File: src/rtl/coin_pkg.sv
// Shared types and geometry for the coin animation controller.
// Sprite box size and spin-frame count are fixed here because the ROM address width depends on them.
package coin_pkg;

    typedef enum logic [1:0] {
        ST_IDLE = 2'd0,
        ST_SPIN = 2'd1,
        ST_POP  = 2'd2,
        ST_DONE = 2'd3
    } coin_state_t;

    localparam int SPRITE_W        = 20;
    localparam int SPRITE_H        = 20;
    localparam int NUM_SPIN_FRAMES = 4;

    localparam int COORD_W = 10;
    localparam int DIFF_W  = COORD_W + 1;
    localparam int ADDR_W  = $clog2(SPRITE_W * SPRITE_H);
    localparam int SEL_W   = $clog2(NUM_SPIN_FRAMES);
    localparam int POP_W   = 5;
    localparam int OFF_W   = 5;

endpackage

File: src/rtl/coin_addr_gen.sv
// Combinational sprite-box hit test and ROM address for the coin, including the pop rise offset.
// Differences are 11-bit signed so pixels left of / above the box come out negative.
module coin_addr_gen
    import coin_pkg::*;
(
    input  logic [COORD_W-1:0] i_coin_x,
    input  logic [COORD_W-1:0] i_coin_y,
    input  logic [COORD_W-1:0] i_draw_x,
    input  logic [COORD_W-1:0] i_draw_y,
    input  logic [POP_W-1:0]   i_pop_offset,
    output logic               o_in_box,
    output logic [ADDR_W-1:0]  o_addr
);

    localparam logic signed [DIFF_W-1:0] W_LIM = DIFF_W'(SPRITE_W);
    localparam logic signed [DIFF_W-1:0] H_LIM = DIFF_W'(SPRITE_H);

    logic signed [DIFF_W-1:0] w_y_eff;
    logic signed [DIFF_W-1:0] w_dx;
    logic signed [DIFF_W-1:0] w_dy;
    logic [ADDR_W-1:0]        w_prod;

    assign w_y_eff = $signed({1'b0, i_coin_y}) - $signed({{(DIFF_W-POP_W){1'b0}}, i_pop_offset});
    assign w_dx    = $signed({1'b0, i_draw_x}) - $signed({1'b0, i_coin_x});
    assign w_dy    = $signed({1'b0, i_draw_y}) - w_y_eff;

    assign o_in_box = (w_dx >= 0) && (w_dx < W_LIM) && (w_dy >= 0) && (w_dy < H_LIM);

    // Inside the box both offsets are below 20, so the low bits carry the full value.
    assign w_prod = ADDR_W'(w_dy[OFF_W-1:0]) * ADDR_W'(SPRITE_W) + ADDR_W'(w_dx[OFF_W-1:0]);
    assign o_addr = o_in_box ? w_prod : '0;

endmodule

File: src/rtl/coin_anim_ctrl.sv
// Coin sprite controller: spins while present, rises for POP_STEPS frames when collected, then waits for removal.
// Address, hit and frame select are registered so the pixel pipeline sees one clock of latency.
module coin_anim_ctrl
    import coin_pkg::*;
#(
    parameter int FRAMES_PER_STEP = 8,
    parameter int POP_STEPS       = 16
) (
    input  logic               i_clk,
    input  logic               i_reset,
    input  logic               i_frame_start,
    input  logic               i_enable,
    input  logic               i_collect,
    input  logic [COORD_W-1:0] i_coin_x,
    input  logic [COORD_W-1:0] i_coin_y,
    input  logic [COORD_W-1:0] i_draw_x,
    input  logic [COORD_W-1:0] i_draw_y,
    output logic [ADDR_W-1:0]  o_read_address,
    output logic [SEL_W-1:0]   o_frame_sel,
    output logic               o_pixel_hit,
    output logic               o_busy,
    output logic               o_done
);

    localparam int STEP_W = (FRAMES_PER_STEP > 1) ? $clog2(FRAMES_PER_STEP) : 1;
    localparam logic [STEP_W-1:0] STEP_LAST = STEP_W'(FRAMES_PER_STEP - 1);
    localparam logic [POP_W-1:0]  POP_MAX   = POP_W'(POP_STEPS);

    coin_state_t       r_state;
    coin_state_t       w_state_n;
    logic [STEP_W-1:0] r_step;
    logic [STEP_W-1:0] w_step_n;
    logic [POP_W-1:0]  r_pop;
    logic [POP_W-1:0]  w_pop_n;
    logic [SEL_W-1:0]  r_frame_sel;
    logic [SEL_W-1:0]  w_frame_sel_n;
    logic [ADDR_W-1:0] r_read_address;
    logic              r_pixel_hit;
    logic              w_in_box;
    logic [ADDR_W-1:0] w_addr;
    logic              w_visible;

    coin_addr_gen u_addr_gen (
        .i_coin_x     (i_coin_x),
        .i_coin_y     (i_coin_y),
        .i_draw_x     (i_draw_x),
        .i_draw_y     (i_draw_y),
        .i_pop_offset (r_pop),
        .o_in_box     (w_in_box),
        .o_addr       (w_addr)
    );

    assign w_visible = (r_state == ST_SPIN) || (r_state == ST_POP);

    always_ff @(posedge i_clk) begin
        if (i_reset) begin
            r_state        <= ST_IDLE;
            r_step         <= '0;
            r_pop          <= '0;
            r_frame_sel    <= '0;
            r_read_address <= '0;
            r_pixel_hit    <= 1'b0;
        end else begin
            r_state        <= w_state_n;
            r_step         <= w_step_n;
            r_pop          <= w_pop_n;
            r_frame_sel    <= w_frame_sel_n;
            r_read_address <= w_addr;
            r_pixel_hit    <= w_in_box && w_visible;
        end
    end

    always_comb begin
        w_state_n     = r_state;
        w_step_n      = r_step;
        w_pop_n       = r_pop;
        w_frame_sel_n = r_frame_sel;
        case (r_state)
            ST_IDLE: begin
                if (i_enable) begin
                    w_state_n     = ST_SPIN;
                    w_step_n      = '0;
                    w_frame_sel_n = '0;
                end
            end
            ST_SPIN: begin
                // Losing the coin outranks a touch; a touch swallows any frame_start in the same cycle.
                if (!i_enable) begin
                    w_state_n = ST_IDLE;
                end else if (i_collect) begin
                    w_state_n = ST_POP;
                    w_step_n  = '0;
                    w_pop_n   = '0;
                end else if (i_frame_start) begin
                    if (r_step == STEP_LAST) begin
                        w_step_n      = '0;
                        w_frame_sel_n = r_frame_sel + SEL_W'(1);
                    end else begin
                        w_step_n = r_step + STEP_W'(1);
                    end
                end
            end
            ST_POP: begin
                if (i_frame_start) begin
                    w_frame_sel_n = r_frame_sel + SEL_W'(1);
                    w_pop_n       = (r_pop == POP_MAX) ? r_pop : r_pop + POP_W'(1);
                    if (w_pop_n == POP_MAX) begin
                        w_state_n = ST_DONE;
                    end
                end
            end
            ST_DONE: begin
                if (!i_enable) begin
                    w_state_n = ST_IDLE;
                end
            end
            default: begin
                w_state_n = ST_IDLE;
            end
        endcase
    end

    assign o_read_address = r_read_address;
    assign o_frame_sel    = r_frame_sel;
    assign o_pixel_hit    = r_pixel_hit;
    assign o_busy         = (r_state == ST_POP);
    assign o_done         = (r_state == ST_DONE);

endmodule

File: config.mk
export PLATFORM = sky130hd
export DESIGN_NAME = coin_anim_ctrl
export DESIGN_NICKNAME = d
export VERILOG_FILES = /design/src/rtl/coin_pkg.sv /design/src/rtl/coin_addr_gen.sv /design/src/rtl/coin_anim_ctrl.sv
export SDC_FILE = /design/constraint.sdc
export NUM_CORES = 1
export LEC_CHECK = 0
export ABC_AREA = 1
export BUFFER_PORTS_ARGS = -buffer_cell sky130_fd_sc_hd__buf_2
export CAP_MARGIN = 20
export CORE_MARGIN = 1.5
export CORE_UTILIZATION = 30
export DETAILED_ROUTE_END_ITERATION = 12
export GPL_TIMING_DRIVEN = 0
export HOLD_SLACK_MARGIN = 0.15
export MAX_ROUTING_LAYER = met4
export REMOVE_ABC_BUFFERS = 1
export SLEW_MARGIN = 20
export SYNTH_ARGS = -nofsm -noshare
export SYNTH_HDL_FRONTEND = slang
export SYNTH_HIERARCHICAL = 1
export SYNTH_SLANG_ARGS = --single-unit
File: constraint.sdc
create_clock -name i_clk -period 4.19 [get_ports i_clk]
set_input_delay 0.838 -clock i_clk [delete_from_list [all_inputs] [get_ports i_clk]]
set_output_delay 0.838 -clock i_clk [all_outputs]
set_load 0.03 [all_outputs]
# After elaboration in Yosys (flattened, before gate mapping)
# Cells that the tools add are included.
# Widths: inputs -> output; s select.
[totals] regBits=22 inputBits=45 output_inout_bits=14 elab_cells=75
[classes] add_sub_neg=7 mul=1 order_cmp=4 eq_ne=17 mux=25 n_bitwise=1 n_reduce_logical=14
[op_table] operator="$mux 2" count=12
[op_table] operator="$ge 11x1->1 const B" count=2
[op_table] operator="$lt 11x6->1 const B" count=2
[op_table] operator="$mux 5" count=4
[op_table] operator="$mux 3" count=5
[op_table] operator="$ne 2x2->1 const B" count=7
[op_table] operator="$sub 10x10->11" count=1
[op_table] operator="$sub 10x5->11" count=1
[op_table] operator="$sub 11x11->11" count=1
[op_table] operator="$eq 5x5->1 const B" count=2
[op_table] operator="$pmux 5 s2" count=1
[op_table] operator="$add 9x5->9" count=1
[op_table] operator="$pmux 2 s4" count=1
[op_table] operator="$reduce_and 4->1" count=2
[op_table] operator="$mul 5x3->7 const B" count=1
[op_table] operator="$reduce_and 7->1" count=1
[op_table] operator="$ne 3x3->1 const B" count=2
[op_table] operator="$pmux 2 s3" count=1
[op_table] operator="$pmux 3 s2" count=1
[op_table] operator="$add 5x1->5 const B" count=1
[op_table] operator="$reduce_and 5->1" count=1
[op_table] operator="$eq 2x2->1 const B" count=2
[op_table] operator="$logic_and 1x1->1" count=4
[op_table] operator="$ne 2x1->1 const B" count=2
[op_table] operator="other kinds (10)" count=11

# Logic depth before layout (Yosys ltp)
[logic_depth] word_depth=7 mapped_depth=20 mapped_depth_nobuf=20

# Modules after synthesis
# Netlist, hierarchy kept.
[modules_own_cells] module="coin_addr_gen" instances=1 cells_per_inst=303 area_per_inst_um2=1776.7 seq_area_each_um2=0.0
[modules_own_cells] module="coin_anim_ctrl" instances=1 cells_per_inst=147 area_per_inst_um2=1093.5 seq_area_each_um2=440.4

# Least setup slack after synthesis
# OpenSTA, ideal clock, no wires.
[synth_timing] kind="input -> register" startpoint="input port i_draw_y[2]" endpoint="register r_read_address[8] (netlist: o_read_address[8])" setup_time_ps=128 arrival_ps=3657 t_required_ps=4062 slack_ps=405 path_stages=16 path_buffers=0 cell_sequence="inv_1 -> fa_1 -> inv_1 -> ha_1 -> or2_1 -> nand3_1 -> nand2_1 -> ha_1 -> ha_1 -> inv_1 -> fa_1 -> nor3b_1 -> xor2_1 -> nor2_2 -> inv_1 -> nor2_1"
[synth_between] elab_chain_len=6 word_cells_on_any_way=9 classes_between="add/sub: 2; mul: 1; order compare: 2; bitwise: 1; reduce/logical: 3"
[synth_lines] item="start, declared" line="coin_anim_ctrl.sv:17" source="input logic [COORD_W-1:0] i_draw_y,"
[synth_lines] item="$sub 11x11->11 (*)" line="coin_addr_gen.sv:25" source="assign w_dy = $signed({1'b0, i_draw_y}) - w_y_eff;"
[synth_lines] item="parallel branches: the longest is 5 deep, another holds $add 9x5->9"
[synth_lines] item="end signal, assigned" line="coin_anim_ctrl.sv:68" source="r_read_address <= w_addr;"
[synth_lines] item="end, declared" line="coin_anim_ctrl.sv:37" source="logic [ADDR_W-1:0] r_read_address;"
# Every way passes the cells marked *.
# A chain may end at the register's enable or synchronous reset.

# Worst setup path in the final report
[layout_timing] startpoint="input port i_coin_y[2]" endpoint="register r_read_address[8] (netlist: o_read_address[8])"
[layout_between] elab_chain_len=7 word_cells_on_any_way=10 classes_between="add/sub: 3; mul: 1; order compare: 2; bitwise: 1; reduce/logical: 3"
[layout_lines] item="start, declared" line="coin_anim_ctrl.sv:15" source="input logic [COORD_W-1:0] i_coin_y,"
[layout_lines] item="$sub 10x5->11 (*)" line="coin_addr_gen.sv:23" source="assign w_y_eff = $signed({1'b0, i_coin_y}) - $signed({{(DIFF_W-POP_W){1'b0}}, i_pop_offset});"
[layout_lines] item="$sub 11x11->11 (*)" line="coin_addr_gen.sv:25"
[layout_lines] item="parallel branches: the longest is 5 deep, another holds $add 9x5->9"
# Marked as above.

==> flow_metrics.py <==
metrics = {
    "placement": {
        "pre_cts_ws_ns": 0.0477,
        "hpwl_um": 5160,
        "routabilityCongestion": 0.877,
        "io_buffer_count": 58,
    },
    "synthesis": {
        "yosysSeqAreaShare_pct": 15.3,
        "synth.avg_cell_area_um2": 6.38,
        "ys_ff_latch": 22,
        "ys_types": 34,
        "synth_cells": 450,
        "yosys_warnings": 6,
        "synthesis.area_um2": 2870,
    },
    "setup_path": {
        "worstPathArrival_ns": 4.01,
        "critical_path.max_stage_delay_ns": 0.53,
        "r2r-start": "r_pop[2]$_SDFFE_PP0P_",
        "ff2ff_path_depth": 17,
        "crit_chain": "buf_2 > fa_1 > inv_1 > ha_1 > or2_1 > nand3_1 > nand2_1 > ha_1 > ha_1 > inv_1 > fa_1 > xor2_1 > nor3b_1 > xor2_1 > nor2_2 > inv_1 > nor2_1",
        "cp-end-kind": "register",
        "criticalPathCategory": "input port to register",
        "rrSetupSlack_ns": 0.50,
        "crit_slowest_cell": "fa_1",
        "cp_max_fo": 4,
        "worstReg2RegEnd": "o_read_address[8]$_SDFF_PP0_",
        "start_kind": "input port",
        "cp.required_ns": 4.32,
    },
    "pwr": {
        "swShare_pct": 47.0,
        "irDropWorstVdd_mv": 0.128,
        "powerDensity_nw_per_um2": 303,
        "pwr-share-clk_pct": 12.4,
        "p_leak_nw": 1.92,
        "seqPwrFrac_pct": 24.4,
        "p_int_uw": 539,
        "switchingPower_uw": 479,
        "p_comb_share_pct": 63.2,
    },
    "sta": {
        "slew_headroom_pct": 75.8,
        "fin_skew_ns": 0.00302,
        "fin_ws_ns": 0.313,
        "fin_crit_sh_pct": 92.5,
        "worstMarginPinSlew_ns": 0.363,
        "finalSetupViolCount": 0,
        "setup_tns_ns": 0,
        "hold_violations": 0,
        "final_max_slew_viol_count": 0,
        "clock.fmax_mhz": 258,
        "rsz0062_at_grt": "false",
        "layout_min_cycle_time_ns": 3.88,
    },
    "cells_and_area": {
        "final_net_count": 607,
        "area_growth_syn_to_layout_pct": 16.9,
        "drive_above_1_share_pct": 18.5,
        "num-fill-cells": 1043,
        "n_antenna_cell": 0,
    },
    "clock_tree": {
        "clk_pin_slew_ns": 0.07,
        "cts_root_buffer": "clkbuf_8",
        "cts_buffer_depth": 2,
        "htree_levels": 1,
        "clock_latency_ns": 0.26,
        "cts_buffers": 3,
        "cts_tree": "built",
        "post_cts_buffers": 0,
        "cts.sinks": 22,
        "hold_buffers": 0,
        "cts_resized": 0,
    },
    "global_route": {
        "track_usage_pct": 12.6,
        "grt_pass1_wl_um": 10500,
        "gr-total-overflow": 0,
        "antenna_found_initial": 0,
        "grt_pass1_vias": 2659,
        "grt_max_degree": 21,
    },
    "routing": {
        "drc_errors": 0,
        "first_iter_violations": 137,
        "drt_first_pass_iters": 5,
        "detail-route-antenna-nets": 0,
        "detail_route.wl_per_cell_um": 9.24,
        "route.final.wire_length_um": 5890,
        "vias": 2825,
        "viasPerCell": 4.43,
    },
    "die": {
        "boundaryPins": 59,
        "core_um2": 9240,
        "die_height_um": 101,
        "start_util_pct": 31.1,
        "die_width_um": 101,
        "die_area_um2": 10200,
        "rows": 35,
    },
    "worst_hold_path": {
        "whs_path_depth": 2,
        "min_from": "r_step[2]$_SDFFE_PP0P_",
        "hp-class": "register to register",
        "whs_endpoint": "r_step[2]$_SDFFE_PP0P_",
    },
    "flow_run": {
        "drv_cap": 0,
    },
    "outcome": {
        "status": "finished, final reports clean",
    },
}
[critical path: cells and delay by family]
kind,cells,cell delay [ns]
xor+xnor,2,0.38
simple gates,6,0.83
fa+ha+maj,5,1.69
buf+inv,4,0.26
[through the flow]
step / hold WS [ns] / cell area, µm² / std cells / total power [mW] / utilization, %
floorplan: 0.442 / 2860 / 448 / 0.761 / -
global placement: 0.457 / 3310 / 635 / 0.883 / 35.9
detailed placement: 0.475 / 3310 / 635 / 0.900 / 35.9
CTS: 0.487 / 3360 / 638 / 1.03 / 36.3
global route: 0.502 / 3360 / 638 / 1.14 / 36.3
finish: 0.480 / 3360 / 638 / 1.02 / 36.3
[per-layer routing]
layer  GRT usage, %  part of all wire, %  up-vias
li1               -                    -     1510
met1           15.6                   47     1247
met2           22.3                   48       62
met3           1.32                  4.0        6
met4           2.49                 0.64        0
met5              -                    0        -
[worst max-delay path by stage]
stage / startpoint / end / cells after the start / slack [ns]
CTS: i_coin_y[1] / o_read_address[8]$_SDFF_PP0_ / 16 / 0.31
detailed placement: i_coin_y[2] / o_read_address[8]$_SDFF_PP0_ / 16 / 0.05
global route: i_coin_y[1] / o_read_address[8]$_SDFF_PP0_ / 16 / 0.07
global placement: i_coin_y[1] / o_read_address[8]$_SDFF_PP0_ / 16 / 0.10
floorplan: i_draw_y[2] / o_read_address[8]$_SDFF_PP0_ / 16 / 0.42
finish: i_coin_y[2] / o_read_address[8]$_SDFF_PP0_ / 17 / 0.31
[power by group through the flow]
stage          registers (mW)  clock network, mW  logic, mW
2_1_floorplan           0.262                  0      0.499
3_3_place_gp            0.252                  0      0.631
6_report                0.249              0.126      0.643
5_1_grt                 0.251              0.143      0.746
4_1_cts                 0.248              0.134      0.650
3_5_place_dp            0.253                  0      0.647
[synth_stat cells, drive strengths merged]
cell type  number  area share [%]
a211oi          1            0.26
nor2           52             8.5
dfxtp          22              15
o21ai           8             1.4
xor2            8             2.7
a22oi           4             1.0
a31oi           1            0.22
nor3            3            0.52
inv           105              14
clkinv          2            0.26
a21oi          18             3.3
xnor2           3            0.92
a21boi          1            0.26
nand3          40             7.5
a21o            1            0.26
nand3b          1            0.26
o21bai          1            0.26
ha             43              19
nor3b           1            0.26
fa              8             5.6
or2             1            0.22
nand4           8             1.7
nand2         115              16
o211a           1            0.35
clkbuf          2            0.26
[logic make-up after synthesis]
group                      share of synthesized area [%]
DFF                                                 15.3
adders and majority gates                           24.3
xor gates and xnor gates                            3.62
AOI/OAI and AO/OA                                   7.32
and+or+nand+nor                                     35.1
buffers and inverters                               14.3
[state kept, by name, indices dropped and copies added (netlist names), named ones only]
register	cells
r_state	1
o_read_address	9
o_pixel_hit	1
o_frame_sel	2
r_pop	5
r_step	3
[layout by cell type (no fill, tap or decap), types with 2 or more instances in the layout]
cell type and instances:
a21oi_1 17, a22oi_1 4, buf_2 58, clkbuf_8 3, clkinv_1 2, dfxtp_1 22, fa_1 8, ha_1 43
inv_1 104, nand2_1 105, nand2_2 9, nand3_1 37, nand3_2 3, nand4_1 8, nor2_1 36, nor2_2 14
nor2_4 2, nor3_1 3, o21ai_0 5, o21ai_1 3, xnor2_1 3, xor2_1 7
[final cells by class]
class,instances,area [µm²],share of cell area [%]
Clock buffer,3,41.3,1.23
Tap cell,129,161,4.81
Sequential cell,22,440,13.1
Timing Repair Buffer,58,290,8.65
Multi-Input combinational cell,319,2020,60.2
Inverter,107,402,12.0
Power figures use the tool's default switching activity.
